<file path="config.mk">
export PLATFORM = sky130hd
export DESIGN_NAME = mem_to_axi_master_flat
export DESIGN_NICKNAME = d
export VERILOG_FILES = /design/src/rtl/mem_to_axi_pkg.sv /design/src/rtl/mem_to_axi_master_if.sv /design/src/rtl/mem_to_axi_master.sv /design/src/flat_wrapper.sv
export SDC_FILE = /design/constraint.sdc
export NUM_CORES = 1
export LEC_CHECK = 0
export ABC_AREA = 0
export BUFFER_PORTS_ARGS = -buffer_cell sky130_fd_sc_hd__buf_2
export CAP_MARGIN = 10
export CELL_PAD_IN_SITES_DETAIL_PLACEMENT = 0
export CELL_PAD_IN_SITES_GLOBAL_PLACEMENT = 1
export CORE_AREA = 2 2 221 223
export CTS_CLUSTER_DIAMETER = 150
export DETAILED_ROUTE_END_ITERATION = 7
export DIE_AREA = 0 0 223 225
export GPL_TIMING_DRIVEN = 0
export PLACE_DENSITY = 0.58
export SYNTH_ARGS = -nofsm -noshare
export SYNTH_HDL_FRONTEND = slang
export SYNTH_SLANG_ARGS = --single-unit
</file>
<file path="constraint.sdc">
create_clock -name clk_i -period 4 [get_ports clk_i]
set_input_delay 0.8 -clock clk_i [delete_from_list [all_inputs] [get_ports clk_i]]
set_output_delay 0.8 -clock clk_i [all_outputs]
set_load 0.02 [all_outputs]
</file>
<file path="src/rtl/mem_to_axi_pkg.sv">
// mem_to_axi_pkg: shared FSM states, AXI response codes and size helper for the memory-to-AXI bridge
package mem_to_axi_pkg;
  typedef enum logic [2:0] {IDLE, WR_REQ, WR_RSP, RD_REQ, RD_RSP} state_e;
  localparam logic [1:0] OKAY = 2'b00;
  localparam logic [1:0] EXOKAY = 2'b01;
  localparam logic [1:0] SLVERR = 2'b10;
  localparam logic [1:0] DECERR = 2'b11;
  localparam logic [1:0] BURST_INCR = 2'b01;
  function automatic logic [2:0] axi_size(input int unsigned data_width);
    return 3'($clog2(data_width / 8));
  endfunction
endpackage

</file>
<file path="src/rtl/mem_to_axi_master_if.sv">
// mem_to_axi_master_if: single-beat AXI4 channel bundle with master/slave views
interface mem_to_axi_master_if #(
  parameter int unsigned AddrWidth = 64,
  parameter int unsigned DataWidth = 64,
  parameter int unsigned IdWidth   = 4,
  parameter int unsigned UserWidth = 1
);
  logic                   aw_valid, aw_ready, aw_lock;
  logic [AddrWidth-1:0]   aw_addr;
  logic [IdWidth-1:0]     aw_id;
  logic [7:0]             aw_len;
  logic [2:0]             aw_size, aw_prot;
  logic [1:0]             aw_burst;
  logic [3:0]             aw_cache, aw_qos, aw_region;
  logic [5:0]             aw_atop;
  logic [UserWidth-1:0]   aw_user;
  logic                   w_valid, w_ready, w_last;
  logic [DataWidth-1:0]   w_data;
  logic [DataWidth/8-1:0] w_strb;
  logic [UserWidth-1:0]   w_user;
  logic                   b_valid, b_ready;
  logic [1:0]             b_resp;
  logic                   ar_valid, ar_ready, ar_lock;
  logic [AddrWidth-1:0]   ar_addr;
  logic [IdWidth-1:0]     ar_id;
  logic [7:0]             ar_len;
  logic [2:0]             ar_size, ar_prot;
  logic [1:0]             ar_burst;
  logic [3:0]             ar_cache, ar_qos, ar_region;
  logic [UserWidth-1:0]   ar_user;
  logic                   r_valid, r_ready, r_last;
  logic [DataWidth-1:0]   r_data;
  logic [1:0]             r_resp;
  modport master (
    output aw_valid, aw_addr, aw_id, aw_len, aw_size, aw_burst, aw_lock, aw_cache, aw_prot,
           aw_qos, aw_region, aw_atop, aw_user,
    input  aw_ready,
    output w_valid, w_data, w_strb, w_last, w_user,
    input  w_ready,
    input  b_valid, b_resp,
    output b_ready,
    output ar_valid, ar_addr, ar_id, ar_len, ar_size, ar_burst, ar_lock, ar_cache, ar_prot,
           ar_qos, ar_region, ar_user,
    input  ar_ready,
    input  r_valid, r_data, r_resp, r_last,
    output r_ready
  );
  modport slave (
    input  aw_valid, aw_addr, aw_id, aw_len, aw_size, aw_burst, aw_lock, aw_cache, aw_prot,
           aw_qos, aw_region, aw_atop, aw_user,
    output aw_ready,
    input  w_valid, w_data, w_strb, w_last, w_user,
    output w_ready,
    output b_valid, b_resp,
    input  b_ready,
    input  ar_valid, ar_addr, ar_id, ar_len, ar_size, ar_burst, ar_lock, ar_cache, ar_prot,
           ar_qos, ar_region, ar_user,
    output ar_ready,
    output r_valid, r_data, r_resp, r_last,
    input  r_ready
  );
endinterface

</file>
<file path="src/rtl/mem_to_axi_master.sv">
// mem_to_axi_master: req/gnt memory port to single-beat AXI4 master, one transaction outstanding
module mem_to_axi_master
  import mem_to_axi_pkg::*;
#(
  parameter int unsigned AddrWidth = 64,
  parameter int unsigned DataWidth = 64,
  parameter int unsigned IdWidth   = 4,
  parameter int unsigned UserWidth = 1,
  parameter int unsigned AxiId     = 0
) (
  input  logic                   clk_i,
  input  logic                   rst_i,
  input  logic                   req_i,
  output logic                   gnt_o,
  input  logic [AddrWidth-1:0]   addr_i,
  input  logic                   we_i,
  input  logic [DataWidth/8-1:0] be_i,
  input  logic [DataWidth-1:0]   wdata_i,
  output logic                   rvalid_o,
  output logic [DataWidth-1:0]   rdata_o,
  output logic                   err_o,
  mem_to_axi_master_if.master    axi
);
  localparam int unsigned OffW = $clog2(DataWidth / 8);

  state_e                 state_q;
  logic [AddrWidth-1:0]   addr_q;
  logic [DataWidth/8-1:0] be_q;
  logic [DataWidth-1:0]   wdata_q, rdata_q;
  logic                   aw_valid_q, w_valid_q, ar_valid_q, b_ready_q, r_ready_q;
  logic                   aw_done_q, w_done_q, rvalid_q, err_q;
  logic                   aw_hs, w_hs, ar_hs, b_hs, r_hs, aw_done_d, w_done_d;

  assign gnt_o     = req_i & (state_q == IDLE) & ~rst_i;
  assign aw_hs     = aw_valid_q & axi.aw_ready;
  assign w_hs      = w_valid_q & axi.w_ready;
  assign ar_hs     = ar_valid_q & axi.ar_ready;
  assign b_hs      = b_ready_q & axi.b_valid;
  assign r_hs      = r_ready_q & axi.r_valid;
  assign aw_done_d = aw_done_q | aw_hs;
  assign w_done_d  = w_done_q | w_hs;

  always_ff @(posedge clk_i) begin
    if (rst_i) begin
      state_q    <= IDLE;
      addr_q     <= '0;
      be_q       <= '0;
      wdata_q    <= '0;
      rdata_q    <= '0;
      aw_valid_q <= 1'b0;
      w_valid_q  <= 1'b0;
      ar_valid_q <= 1'b0;
      b_ready_q  <= 1'b0;
      r_ready_q  <= 1'b0;
      aw_done_q  <= 1'b0;
      w_done_q   <= 1'b0;
      rvalid_q   <= 1'b0;
      err_q      <= 1'b0;
    end else begin
      rvalid_q <= 1'b0;
      case (state_q)
        IDLE: if (gnt_o) begin
          // byte lanes are selected by the strobe alone, so the address is beat-aligned
          addr_q     <= (addr_i >> OffW) << OffW;
          be_q       <= be_i;
          wdata_q    <= wdata_i;
          aw_done_q  <= 1'b0;
          w_done_q   <= 1'b0;
          aw_valid_q <= we_i;
          w_valid_q  <= we_i;
          ar_valid_q <= ~we_i;
          state_q    <= we_i ? WR_REQ : RD_REQ;
        end
        WR_REQ: begin
          aw_done_q <= aw_done_d;
          w_done_q  <= w_done_d;
          if (aw_hs) aw_valid_q <= 1'b0;
          if (w_hs) w_valid_q <= 1'b0;
          if (aw_done_d && w_done_d) begin
            b_ready_q <= 1'b1;
            state_q   <= WR_RSP;
          end
        end
        WR_RSP: if (b_hs) begin
          b_ready_q <= 1'b0;
          err_q     <= axi.b_resp != OKAY;
          rvalid_q  <= 1'b1;
          state_q   <= IDLE;
        end
        RD_REQ: if (ar_hs) begin
          ar_valid_q <= 1'b0;
          r_ready_q  <= 1'b1;
          state_q    <= RD_RSP;
        end
        RD_RSP: if (r_hs) begin
          r_ready_q <= 1'b0;
          rdata_q   <= axi.r_data;
          err_q     <= (axi.r_resp != OKAY) | ~axi.r_last;
          rvalid_q  <= 1'b1;
          state_q   <= IDLE;
        end
        default: state_q <= IDLE;
      endcase
    end
  end

  assign rvalid_o      = rvalid_q;
  assign rdata_o       = rdata_q;
  assign err_o         = err_q;
  assign axi.aw_valid  = aw_valid_q;
  assign axi.aw_addr   = addr_q;
  assign axi.aw_id     = IdWidth'(AxiId);
  assign axi.aw_len    = 8'd0;
  assign axi.aw_size   = axi_size(DataWidth);
  assign axi.aw_burst  = BURST_INCR;
  assign axi.aw_lock   = 1'b0;
  assign axi.aw_cache  = 4'd0;
  assign axi.aw_prot   = 3'd0;
  assign axi.aw_qos    = 4'd0;
  assign axi.aw_region = 4'd0;
  assign axi.aw_atop   = 6'd0;
  assign axi.aw_user   = '0;
  assign axi.w_valid   = w_valid_q;
  assign axi.w_data    = wdata_q;
  assign axi.w_strb    = be_q;
  assign axi.w_last    = 1'b1;
  assign axi.w_user    = '0;
  assign axi.b_ready   = b_ready_q;
  assign axi.ar_valid  = ar_valid_q;
  assign axi.ar_addr   = addr_q;
  assign axi.ar_id     = IdWidth'(AxiId);
  assign axi.ar_len    = 8'd0;
  assign axi.ar_size   = axi_size(DataWidth);
  assign axi.ar_burst  = BURST_INCR;
  assign axi.ar_lock   = 1'b0;
  assign axi.ar_cache  = 4'd0;
  assign axi.ar_prot   = 3'd0;
  assign axi.ar_qos    = 4'd0;
  assign axi.ar_region = 4'd0;
  assign axi.ar_user   = '0;
  assign axi.r_ready   = r_ready_q;
endmodule

</file>
<file path="src/flat_wrapper.sv">
// flat-port wrapper written by rule: the top's interface ports become plain ports
module mem_to_axi_master_flat import mem_to_axi_pkg::*;
#(
  parameter int unsigned AddrWidth = 64,
  parameter int unsigned DataWidth = 64,
  parameter int unsigned IdWidth   = 4,
  parameter int unsigned UserWidth = 1,
  parameter int unsigned AxiId     = 0
)
  (clk_i, rst_i, req_i, gnt_o, addr_i, we_i, be_i, wdata_i, rvalid_o, rdata_o, err_o, axi_aw_valid, axi_aw_addr, axi_aw_id, axi_aw_len, axi_aw_size, axi_aw_burst, axi_aw_lock, axi_aw_cache, axi_aw_prot, axi_aw_qos, axi_aw_region, axi_aw_atop, axi_aw_user, axi_aw_ready, axi_w_valid, axi_w_data, axi_w_strb, axi_w_last, axi_w_user, axi_w_ready, axi_b_valid, axi_b_resp, axi_b_ready, axi_ar_valid, axi_ar_addr, axi_ar_id, axi_ar_len, axi_ar_size, axi_ar_burst, axi_ar_lock, axi_ar_cache, axi_ar_prot, axi_ar_qos, axi_ar_region, axi_ar_user, axi_ar_ready, axi_r_valid, axi_r_data, axi_r_resp, axi_r_last, axi_r_ready);
  mem_to_axi_master_if #(.AddrWidth(AddrWidth), .DataWidth(DataWidth), .IdWidth(IdWidth), .UserWidth(UserWidth)) axi_i ();
  input  logic clk_i;
  input  logic rst_i;
  input  logic req_i;
  output logic gnt_o;
  input  logic [AddrWidth-1:0] addr_i;
  input  logic we_i;
  input  logic [DataWidth/8-1:0] be_i;
  input  logic [DataWidth-1:0] wdata_i;
  output logic rvalid_o;
  output logic [DataWidth-1:0] rdata_o;
  output logic err_o;
  output wire logic [$bits(axi_i.aw_valid)-1:0] axi_aw_valid;
  output wire logic [$bits(axi_i.aw_addr)-1:0] axi_aw_addr;
  output wire logic [$bits(axi_i.aw_id)-1:0] axi_aw_id;
  output wire logic [$bits(axi_i.aw_len)-1:0] axi_aw_len;
  output wire logic [$bits(axi_i.aw_size)-1:0] axi_aw_size;
  output wire logic [$bits(axi_i.aw_burst)-1:0] axi_aw_burst;
  output wire logic [$bits(axi_i.aw_lock)-1:0] axi_aw_lock;
  output wire logic [$bits(axi_i.aw_cache)-1:0] axi_aw_cache;
  output wire logic [$bits(axi_i.aw_prot)-1:0] axi_aw_prot;
  output wire logic [$bits(axi_i.aw_qos)-1:0] axi_aw_qos;
  output wire logic [$bits(axi_i.aw_region)-1:0] axi_aw_region;
  output wire logic [$bits(axi_i.aw_atop)-1:0] axi_aw_atop;
  output wire logic [$bits(axi_i.aw_user)-1:0] axi_aw_user;
  input wire logic [$bits(axi_i.aw_ready)-1:0] axi_aw_ready;
  output wire logic [$bits(axi_i.w_valid)-1:0] axi_w_valid;
  output wire logic [$bits(axi_i.w_data)-1:0] axi_w_data;
  output wire logic [$bits(axi_i.w_strb)-1:0] axi_w_strb;
  output wire logic [$bits(axi_i.w_last)-1:0] axi_w_last;
  output wire logic [$bits(axi_i.w_user)-1:0] axi_w_user;
  input wire logic [$bits(axi_i.w_ready)-1:0] axi_w_ready;
  input wire logic [$bits(axi_i.b_valid)-1:0] axi_b_valid;
  input wire logic [$bits(axi_i.b_resp)-1:0] axi_b_resp;
  output wire logic [$bits(axi_i.b_ready)-1:0] axi_b_ready;
  output wire logic [$bits(axi_i.ar_valid)-1:0] axi_ar_valid;
  output wire logic [$bits(axi_i.ar_addr)-1:0] axi_ar_addr;
  output wire logic [$bits(axi_i.ar_id)-1:0] axi_ar_id;
  output wire logic [$bits(axi_i.ar_len)-1:0] axi_ar_len;
  output wire logic [$bits(axi_i.ar_size)-1:0] axi_ar_size;
  output wire logic [$bits(axi_i.ar_burst)-1:0] axi_ar_burst;
  output wire logic [$bits(axi_i.ar_lock)-1:0] axi_ar_lock;
  output wire logic [$bits(axi_i.ar_cache)-1:0] axi_ar_cache;
  output wire logic [$bits(axi_i.ar_prot)-1:0] axi_ar_prot;
  output wire logic [$bits(axi_i.ar_qos)-1:0] axi_ar_qos;
  output wire logic [$bits(axi_i.ar_region)-1:0] axi_ar_region;
  output wire logic [$bits(axi_i.ar_user)-1:0] axi_ar_user;
  input wire logic [$bits(axi_i.ar_ready)-1:0] axi_ar_ready;
  input wire logic [$bits(axi_i.r_valid)-1:0] axi_r_valid;
  input wire logic [$bits(axi_i.r_data)-1:0] axi_r_data;
  input wire logic [$bits(axi_i.r_resp)-1:0] axi_r_resp;
  input wire logic [$bits(axi_i.r_last)-1:0] axi_r_last;
  output wire logic [$bits(axi_i.r_ready)-1:0] axi_r_ready;
  assign axi_aw_valid = axi_i.aw_valid;
  assign axi_aw_addr = axi_i.aw_addr;
  assign axi_aw_id = axi_i.aw_id;
  assign axi_aw_len = axi_i.aw_len;
  assign axi_aw_size = axi_i.aw_size;
  assign axi_aw_burst = axi_i.aw_burst;
  assign axi_aw_lock = axi_i.aw_lock;
  assign axi_aw_cache = axi_i.aw_cache;
  assign axi_aw_prot = axi_i.aw_prot;
  assign axi_aw_qos = axi_i.aw_qos;
  assign axi_aw_region = axi_i.aw_region;
  assign axi_aw_atop = axi_i.aw_atop;
  assign axi_aw_user = axi_i.aw_user;
  assign axi_i.aw_ready = axi_aw_ready;
  assign axi_w_valid = axi_i.w_valid;
  assign axi_w_data = axi_i.w_data;
  assign axi_w_strb = axi_i.w_strb;
  assign axi_w_last = axi_i.w_last;
  assign axi_w_user = axi_i.w_user;
  assign axi_i.w_ready = axi_w_ready;
  assign axi_i.b_valid = axi_b_valid;
  assign axi_i.b_resp = axi_b_resp;
  assign axi_b_ready = axi_i.b_ready;
  assign axi_ar_valid = axi_i.ar_valid;
  assign axi_ar_addr = axi_i.ar_addr;
  assign axi_ar_id = axi_i.ar_id;
  assign axi_ar_len = axi_i.ar_len;
  assign axi_ar_size = axi_i.ar_size;
  assign axi_ar_burst = axi_i.ar_burst;
  assign axi_ar_lock = axi_i.ar_lock;
  assign axi_ar_cache = axi_i.ar_cache;
  assign axi_ar_prot = axi_i.ar_prot;
  assign axi_ar_qos = axi_i.ar_qos;
  assign axi_ar_region = axi_i.ar_region;
  assign axi_ar_user = axi_i.ar_user;
  assign axi_i.ar_ready = axi_ar_ready;
  assign axi_i.r_valid = axi_r_valid;
  assign axi_i.r_data = axi_r_data;
  assign axi_i.r_resp = axi_r_resp;
  assign axi_i.r_last = axi_r_last;
  assign axi_r_ready = axi_i.r_ready;
  mem_to_axi_master #(.AddrWidth(AddrWidth), .DataWidth(DataWidth), .IdWidth(IdWidth), .UserWidth(UserWidth), .AxiId(AxiId)) u_core (.clk_i(clk_i), .rst_i(rst_i), .req_i(req_i), .gnt_o(gnt_o), .addr_i(addr_i), .we_i(we_i), .be_i(be_i), .wdata_i(wdata_i), .rvalid_o(rvalid_o), .rdata_o(rdata_o), .err_o(err_o), .axi(axi_i));
endmodule
</file>
==> impl_results.md <==
* Setup TNS at 0 ps
* Vias at 8697
* Final Cycle Share at about three quarters
* Synthesized area per cell at about 8.3 µm²
* Complex-gate fraction of the synthesized area at 5.31%
* Vias/cell at about 3.8
* Register bit total from synthesis at 209
* Area of the die at 50200 µm²
* Cts hold-fix bufs at 0
* Final net count at about 1900
* Final Core Density at 27.7%
* Worst hold path class: in2reg
* Slew headroom at between 50% and 60%
* Placed Cells incl. Taps at 2244
* DIE WIDTH at 223 µm
* P&R area growth vs syn at 48.3%
* IO buf count at between 400 and 500
* Final std cells w/o fill at between 2000 and 2500
* Status: complete, no violations
* Detail Route Antenna Nets at 0
* Drt wl/cell at 14.9 µm
* Multi-input gate area at 3470 µm²
* Worst VDD drop at 0.263 mV
* Leakage at 6.98 nW
* Warnings, synthesis at 0
* CTS buffer count at 26
* HPWL Detailed at approximately 27000 µm
* Mux share of post-synthesis cell area at 0%
* CTS tree: yes
* Clock Root Buffer: clkbuf_16
* Register Area at roughly 4200 µm²
* Post-synthesis sequential area ratio at between 40% and 50%
* Yosys cell types at 38
* Max-Cap Viols at 0
* Post-Synth Simple-Gate Area at 30.3%
* Drt total wl at 34300 µm
* Worst endpoint data arrival time at 2250 ps
* GRT Overall Usage at 12.9%
* Max Clock Skew at 8.77 ps
* Tightest Pin Transition at a little over 700 ps
* Iter 0 DRT Violations at 380
* H-tree depth at 1
* Final setup viols at 0
* Fill count at 5269
* Worst Path Class, Setup: reg2out
* Crit path required time at 3200 ps
* Initial antenna violation count at 6
* GP Congestion at 0.758
* Layout cells sized above 1 at 42.0%
* Clock sinks at about 210
* Max clock buf depth at 3
* Power Density at 421 nW/µm²
* # IOs at 562
* Crit. End Element: output port
* Core Region at 47500 µm²
* Syn Inst Count at 1073
* Die Y-Extent at 225 µm
* Post-CTS Setup Bufs at 0
* Post-Synth Adder-Cell Area at 0%
* GR Overflow Total at 0
* Startpoint Class: flop
* RSZ-0062 raised after global routing: no
* Final Max Slew Viols at 0
* # rows at 80
* First drt pass iteration count at 5
* Final Hold Fails at 0
* Max Clock Freq at 328 MHz
* Largest net degree at the start of global routing at 13
* Mapped Area at between 8000 and 9000 µm²
* Crit Path Max Fanout at 10
* Largest family of logic cells by synthesized area: simple AND/OR/NAND/NOR gates
* Number of remaining DRC errors at 0
* XOR/XNOR Fraction of Synth Area at 0%
* Post-CTS sizing at 0
* Initial core utilization at 18.7%
* Vias in the first global route at 8525
* Post-route minimum period at 3050 ps
* First-pass GRT wire length at slightly above 50000 µm
* Worst-path clk slew at 60 ps
* Clk Latency, worst-skew pair at around 530 ps
## cells by family after synthesis
group,Yosys count
other,2
buffers and inverters,212
AOI/OAI and AO/OA,87
DFF,209
and+or+nand+nor,563
## where the power goes
part,internal (mW),switching (mW)
logic,0.392,0.590
registers,2.20,0.0891
clock network,1.33,0.943
total,3.93,1.62
## synthesized netlist by cell type, drive strengths merged
master       number  area [µm²]
a32oi             3        26.3
nor2             10        37.5
nor4b             1        8.76
or3               1        6.26
nand2           398        1490
nor2b             1        6.26
o211ai            1        7.51
or2               1        6.26
clkbuf           28         105
o31ai             2        15.0
nand4             2        12.5
dlygate4sd1       3        26.3
and2b             2        16.3
inv               1        3.75
o41ai             1        8.76
o21ai             1        5.00
a21oi            76         384
conb              2        7.51
a2bb2oi           1        8.76
nand3b          134        1010
and4bb            1        12.5
a311o             1        10.0
nand3             6        35.0
nor3              1        5.00
nor3b             2        26.3
dfxtp           209        4180
buf             180        1390
nand2b            2        12.5
a31oi             1        6.26
and4              1        8.76
## metrics by stage
stage / hold slack, ps / power [mW] / setup WS (ps) / area [µm²]
global route: 417 / 5.83 / 700 / 13200
detailed placement: 444 / 3.33 / 1020 / 12300
global placement: 439 / 3.33 / 1020 / 12300
finish: 437 / 5.55 / 949 / 13200
floorplan: 455 / 2.93 / 1680 / 9190
CTS: 400 / 5.66 / 832 / 13200
## area by class of cell
| cell class | instances | share of cell area, % |
|---|---|---|
| diodes | 3 | 0.0570 |
| repair buffers | 476 | 18.1 |
| inverters | 1 | 0.0285 |
| plain buffers | 211 | 11.6 |
| flip-flops and latches | 209 | 31.8 |
| clock buffers | 35 | 5.81 |
| multi-input cells | 732 | 26.4 |
| clock inverters | 12 | 0.503 |
| well taps | 615 | 5.84 |
## sequential cells by signal, summed over array words and instances, names as in the netlist
signal / count
u_core.axi.ar_addr: 61
u_core.rdata_o: 64
u_core.err_o: 1
u_core.rvalid_o: 1
u_core.axi.w_strb: 8
u_core.aw_done_q: 1
u_core.axi.w_valid: 1
u_core.axi.b_ready: 1
u_core.axi.aw_valid: 1
u_core.w_done_q: 1
u_core.axi.r_ready: 1
u_core.axi.ar_valid: 1
u_core.state_q: 3
u_core.axi.w_data: 64
## critical path: stages (launching register included)
cell,delay (ps)
dfxtp_1,340
nor2_1,270
nand3_1,200
inv_2,250
clkbuf_1,390
buf_2,260
## cell usage in the layout, fill, tap and decap left out, types with 2 or more instances in the layout
master / n
nand3b_1: 134
a32oi_1: 3
buf_1: 4
dlygate4sd1_1: 3
nand4_1: 2
buf_4: 148
o31ai_1: 2
buf_12: 6
diode_2: 3
clkbuf_8: 6
nand3_1: 5
nor2_1: 10
nand2b_1: 2
clkbuf_1: 30
clkbuf_16: 27
dfxtp_1: 209
a21oi_1: 75
buf_6: 6
clkinv_2: 10
conb_1: 82
nand2_1: 398
buf_2: 492
## layer usage
layer | global-route usage [%] | part of all wire [%] | wire, µm
met3 | 3.86 | 7.2 | 2470
met5 | 0 | 0.064 | 22
met2 | 22.7 | 49 | 16900
met4 | 2.73 | 1.9 | 634
met1 | 15.4 | 42 | 14300
## worst paths after layout
check / start / end / slack (ps) / cells past startpoint
worst min-delay path: wdata_i[24] / u_core.axi.w_data[24]$_SDFFE_PP0P_ / 440 / 3
worst min register to register: u_core.err_o$_SDFFE_PP0P_ / u_core.err_o$_SDFFE_PP0P_ / 450 / 2
worst max register to register: u_core.state_q[0]$_SDFFE_PP0P_ / u_core.axi.w_data[7]$_SDFFE_PP0P_ / 2010 / 7
worst max-delay path: u_core.state_q[0]$_SDFFE_PP0P_ / gnt_o / 950 / 5
Power figures use the tool's default switching activity.
